## src/rtl/seq_booth_divider.sv

```systemverilog
// Iterative signed/unsigned divider. One quotient bit per clock using
// non-restoring division on operand magnitudes, followed by a single sign-fix
// cycle. Driven by a start/busy/done handshake.
module seq_booth_divider #(
  parameter int WIDTH = 32
) (
  input  logic             clk,
  input  logic             rst_n,
  input  logic             start,
  input  logic             is_signed,
  input  logic [WIDTH-1:0] dividend,
  input  logic [WIDTH-1:0] divisor,
  output logic             busy,
  output logic             done,
  output logic [WIDTH-1:0] quotient,
  output logic [WIDTH-1:0] remainder,
  output logic             div_by_zero
);

  localparam int CW = $clog2(WIDTH + 1);

  typedef enum logic [1:0] {
    S_IDLE,
    S_CALC,
    S_FIX,
    S_DONE
  } state_e;

  state_e state_q, state_d;
  logic [CW-1:0] cnt_q, cnt_d;

  // Partial remainder is WIDTH+1 bits two's complement; p_q[WIDTH] is its sign.
  logic [WIDTH:0]   p_q, p_d;
  // Dividend magnitude shifts out of a_q while quotient bits shift in.
  logic [WIDTH-1:0] a_q, a_d;
  // Divisor magnitude.
  logic [WIDTH-1:0] d_q, d_d;
  // Operand signs, already qualified by is_signed (always 0 in unsigned mode).
  logic             dvd_neg_q, dvd_neg_d;
  logic             dvs_neg_q, dvs_neg_d;

  logic [WIDTH-1:0] quo_q, quo_d;
  logic [WIDTH-1:0] rem_q, rem_d;
  logic             dz_q, dz_d;

  // Datapath helpers for one non-restoring step and the final restore.
  logic [WIDTH:0]   p_sh;
  logic [WIDTH:0]   p_step;
  logic [WIDTH-1:0] r_fix;
  logic             divisor_zero;
  logic             in_dvd_neg;
  logic             in_dvs_neg;

  assign p_sh         = {p_q[WIDTH-1:0], a_q[WIDTH-1]};
  assign p_step       = p_q[WIDTH] ? (p_sh + {1'b0, d_q}) : (p_sh - {1'b0, d_q});
  // The restored remainder lies in [0, D) so WIDTH bits hold it exactly.
  assign r_fix        = p_q[WIDTH] ? (p_q[WIDTH-1:0] + d_q) : p_q[WIDTH-1:0];
  assign divisor_zero = (d_q == '0);
  assign in_dvd_neg   = is_signed & dividend[WIDTH-1];
  assign in_dvs_neg   = is_signed & divisor[WIDTH-1];

  // Next-state and datapath update for the IDLE/CALC/FIX/DONE sequence.
  always_comb begin
    // NOTE: every variable gets a default first so no path leaves it unassigned,
    // which would otherwise infer a latch.
    state_d   = state_q;
    cnt_d     = cnt_q;
    p_d       = p_q;
    a_d       = a_q;
    d_d       = d_q;
    dvd_neg_d = dvd_neg_q;
    dvs_neg_d = dvs_neg_q;
    quo_d     = quo_q;
    rem_d     = rem_q;
    dz_d      = dz_q;

    case (state_q)
      // DONE accepts a new request exactly like IDLE for back-to-back issue.
      S_IDLE, S_DONE: begin
        if (start) begin
          dvd_neg_d = in_dvd_neg;
          dvs_neg_d = in_dvs_neg;
          // |MIN| = 2^(WIDTH-1) is representable as a WIDTH-bit magnitude.
          a_d       = in_dvd_neg ? (-dividend) : dividend;
          d_d       = in_dvs_neg ? (-divisor) : divisor;
          p_d       = '0;
          cnt_d     = CW'(WIDTH);
          state_d   = S_CALC;
        end else begin
          state_d   = S_IDLE;
        end
      end

      S_CALC: begin
        p_d   = p_step;
        a_d   = {a_q[WIDTH-2:0], ~p_step[WIDTH]};
        cnt_d = cnt_q - CW'(1);
        if (cnt_q == CW'(1)) begin
          state_d = S_FIX;
        end
      end

      S_FIX: begin
        // With D = 0 the datapath yields all-ones and |dividend|; skipping the
        // quotient negation and keeping the remainder sign restore gives back
        // the original dividend.
        quo_d   = (dvd_neg_q ^ dvs_neg_q) && !divisor_zero ? (-a_q) : a_q;
        rem_d   = dvd_neg_q ? (-r_fix) : r_fix;
        dz_d    = divisor_zero;
        state_d = S_DONE;
      end

      default: begin
        state_d = S_IDLE;
      end
    endcase
  end

  // Control state: FSM and iteration counter.
  always_ff @(posedge clk or negedge rst_n) begin
    if (!rst_n) begin
      state_q <= S_IDLE;
      cnt_q   <= '0;
    end else begin
      // NOTE: sequential state uses non-blocking assignments so every flop
      // samples the pre-edge values regardless of statement order.
      state_q <= state_d;
      cnt_q   <= cnt_d;
    end
  end

  // Datapath and result registers.
  always_ff @(posedge clk or negedge rst_n) begin
    if (!rst_n) begin
      // NOTE: working registers are reset too, so an aborted operation leaves
      // no stale operands behind; they are plain flops, not a memory array.
      p_q       <= '0;
      a_q       <= '0;
      d_q       <= '0;
      dvd_neg_q <= 1'b0;
      dvs_neg_q <= 1'b0;
      quo_q     <= '0;
      rem_q     <= '0;
      dz_q      <= 1'b0;
    end else begin
      p_q       <= p_d;
      a_q       <= a_d;
      d_q       <= d_d;
      dvd_neg_q <= dvd_neg_d;
      dvs_neg_q <= dvs_neg_d;
      quo_q     <= quo_d;
      rem_q     <= rem_d;
      dz_q      <= dz_d;
    end
  end

  assign busy        = (state_q == S_CALC) || (state_q == S_FIX);
  assign done        = (state_q == S_DONE);
  assign quotient    = quo_q;
  assign remainder   = rem_q;
  assign div_by_zero = dz_q;

endmodule

```

## config.mk

```make
export PLATFORM = sky130hd
export DESIGN_NAME = seq_booth_divider
export DESIGN_NICKNAME = d
export VERILOG_FILES = /design/src/rtl/seq_booth_divider.sv
export SDC_FILE = /design/constraint.sdc
export NUM_CORES = 1
export LEC_CHECK = 0
export BUFFER_PORTS_ARGS = -buffer_cell sky130_fd_sc_hd__buf_4
export CAP_MARGIN = 20
export CORE_ASPECT_RATIO = 1.1
export CORE_UTILIZATION = 30
export DETAILED_ROUTE_END_ITERATION = 10
export HOLD_SLACK_MARGIN = 0.12
export SYNTH_ARGS = -nofsm -noshare
export SYNTH_HDL_FRONTEND = slang
export SYNTH_SLANG_ARGS = --single-unit
```

## constraint.sdc

```tcl
create_clock -name clk -period 6.2 [get_ports clk]
set_input_delay 0.62 -clock clk [delete_from_list [all_inputs] [get_ports clk]]
set_output_delay 0.62 -clock clk [all_outputs]
set_load 0.05 [all_outputs]
```

==> summary.txt <==
Clocking
  – Inserted Clock Buffers: 17
  – Clock transition at the register clock pins on the worst setup and hold paths after CTS: 70 ps
  – TritonCTS clock tree: done
  – Total number of clock tree sinks: 172
  – Setup bufs post-CTS: 0
  – Number of buffers on the longest clock path: 2
  – Clock H-tree levels: 4
  – Cell at the root of the clock tree: clkbuf_16
  – Total of cells resized after clock tree synthesis: 0
  – Clk Latency, worst-skew pair: 450 ps

Logic synthesis
  – Average size of a mapped cell: between 8 and 9 µm²
  – Post-synthesis simple-gate area fraction: a little under a fifth
  – Asr flop ratio synth: 100%
  – Share of the synthesized area in compound gates (AO/OA/AOI/OAI): 23.0%
  – Synth top cells by count: nand2_1 (191), dfrtp_1 (172), o21ai_0 (166)
  – Yosys top cell by area: dfrtp_1
  – Mux cell area share after synthesis: 3.72%
  – Number of flops mapped to enable cells by yosys: 0
  – Yosys warning total: 0
  – Flip-flop cell with the highest count after synthesis: dfrtp_1
  – Dominant cell by count in the synthesized netlist: nand2_1
  – Sequential cell area fraction in the yosys report: 31.5%
  – Share of the synthesized area in the top cell type: approximately a third
  – Post-Syn Nets: 1810
  – Number of distinct library cells after synthesis: 82
  – XOR/XNOR share of the synthesized area: 12.2%
  – FF+latch count, synth: 172
  – Synth Instances: 1667
  – Summed instance area of the synthesized netlist: roughly 14000 µm²
  – Adder-Cell Fraction of Synth Area: 6.99%
  – Dominant combinational cell family by area after synthesis: compound AO/OA/AOI/OAI gates
  – Top cells by area in the synthesized netlist: dfrtp_1 (32%), xor2_1 (7.8%), ha_1 (6.7%)

Cells and area
  – Layout Cells excl Fill: about 2300
  – Nets: 1896
  – Post-synthesis to final-layout area growth: 15.8%
  – Filler cell count in the final layout: 4557
  – Count of inserted antenna diode cells: 0
  – Fraction of layout cells with a size suffix above 1: around 14%
  – Final core occ: 35.3%

Timing
  – Worst relative slew slack: between 30% and 40%
  – Final setup viols: 0
  – Post-Route Setup TNS: 0 ps
  – Hold violation total from the final report: 0
  – Post-route clock skew: slightly below 9 ps
  – Max-slew violation count: 0
  – Highest Clock Rate: 195 MHz
  – Final period demand of the worst path: 5140 ps
  – Post-route fraction of the period consumed by the critical path: 82.9%
  – Slew of the pin with the lowest slew margin: 968 ps
  – Setup repair after global routing missed its margin: no

Die
  – Die Footprint: 46300 µm²
  – Width of the die: 205 µm
  – Starting density of the core: 30.5%
  – Core footprint: 44700 µm²
  – Boundary pin count: 135
  – Y dimension of the die: 226 µm
  – Cell row count: 81

Outcome
  – Run status: finished clean

Detailed routing
  – Drt pass-1 iters: 5
  – Post-DR vias/cell: between 5 and 6
  – Count of nets left with antenna violations after detail routing: 0
  – DR DRC count: 0
  – DRC marker count from the first detailed-route iteration: between 1000 and 1500
  – Sum of met3 wire segment lengths after detailed routing: approximately 2300 µm
  – Uppermost metal layer occupied by signal nets: met4
  – Detailed-route wire length per cell: 17.2 µm
  – Routed wire length on met2: about 17000 µm
  – Vias post-DR: 12275
  – Post-detailed-routing wire length: 40400 µm
  – Routed metal-1 wire length: 20400 µm

Global route
  – Global-route wire length before repair: 64200 µm
  – Global Route Usage Sum: 17.5%
  – Initial antenna violation count: 0
  – Sum of overflow across all layers after global routing: 0
  – Via count of the first global-routing pass: 11367
  – Largest net degree at the start of global routing: 105

Critical path
  – Data required time at the worst endpoint: 6510 ps
  – WP data arrival: 5450 ps
  – Category of the critical setup timing path: register to register
  – Type of element capturing the critical path: register
  – Largest fanout on the critical path: 5
  – Setup crit start kind: register

Place
  – Sum of net half-perimeters after detailed placement: 31400 µm
  – Quantity of I/O buffers inserted on ports: 134
  – Placed cell count: 2311
  – Gpl congestion: 0.888

Pwr
  – Total power consumption of the routed design: 2.31 mW
  – Power density cells: around 150 nW/µm²
  – Static leakage: 7.47 nW
  – Peak VDD IR: about 0.16 mV

Run
  – Max-cap violation count: 0

Worst hold path
  – Hold/Removal Path Class: input port to register
-- cell usage in the layout (no fill, tap or decap), types with 25 or more instances in the layout --
cell type	Yosys	final
dfrtp_1	172	171
a21o_1	35	35
o21ai_0	166	166
a21oi_1	155	154
nand3_1	25	25
xnor2_1	67	67
inv_1	44	44
ha_1	73	71
mux2_2	29	29
o31ai_1	35	35
nor2_1	157	156
nor3_1	41	41
or3_1	27	27
xor2_1	121	121
buf_4	0	143
nand2_1	191	190
-- final cells by class --
class / instances / area, µm² / area share [%]
well taps: 581 / 727 / 4.60
multi-input cells: 1369 / 8880 / 56.2
inverters: 45 / 169 / 1.07
clock inverters: 8 / 86.3 / 0.547
clock buffers: 23 / 468 / 2.96
flip-flops and latches: 172 / 4310 / 27.3
repair buffers: 148 / 1160 / 7.33
-- worst max-delay path, stage by stage (launching register included) --
cell,delay [ps]
dfrtp_1,440
or3_1,400
or3_1,380
nor3_1,590
a21oi_1,170
xor2_1,170
ha_1,350
nand4_1,120
inv_1,60
and3_1,220
and3_1,190
a221oi_1,360
o21ai_0,260
a2111oi_1,440
buf_4,210
a211oi_1,100
o31ai_1,290
nand4b_1,130
o311ai_0,120
-- worst paths after layout --
kind,from,endpoint,slack (ps),depth (start not counted)
max,d_q[3],p_q[30],1060,18
min,divisor[0],d_q[0],410,3
max reg2reg,d_q[3],p_q[30],1060,18
min reg2reg,remainder[31],remainder[31],490,1
max in group asynchronous,rst_n,p_q[32],4210,3
min in group asynchronous,rst_n,d_q[10],680,2
-- cells by family after synthesis --
group / count (synthesis)
AOI/OAI and AO/OA: 511
muxes: 47
DFF: 172
adders and majority gates: 75
and+or+nand+nor: 547
buffers and inverters: 126
xor gates and xnor gates: 189
-- stage by stage --
stage | hold WS [ps] | area [µm²] | setup slack (ps)
after floorplan | 324 | 13600 | 1020
after global placement | 476 | 15200 | 1280
after CTS | 387 | 15700 | 1150
after detailed placement | 483 | 15200 | 1200
after global routing | 400 | 15800 | 703
final | 407 | 15800 | 1060
-- where the power goes --
part	switching (mW)	leakage (nW)	total, mW	internal (mW)
Combinational	0.0779	5.02	0.134	0.0559
Clock	0.483	0.256	1.06	0.576
Sequential	0	2.20	1.12	1.12
-- sequential cells by signal, indices dropped and copies added, names as in the netlist --
name and count:
remainder 32, dvs_neg_q 1, p_q 33, d_q 32
dvd_neg_q 1, state_q 2, quotient 32, a_q 32
div_by_zero 1, cnt_q 6
-- layer usage --
layer	global-route usage [%]	vias up
li1	-	6170
met1	26.1	5750
met2	25.8	324
met3	3.15	31
met4	4.44	0
met5	0	-
-- timing repair --
action	4_1_cts	5_1_grt
setup endpoints to repair	0	0
hold buffers	1	0
hold endpoints to repair	4	0
No activity file was read; power rests on OpenSTA's default activity.
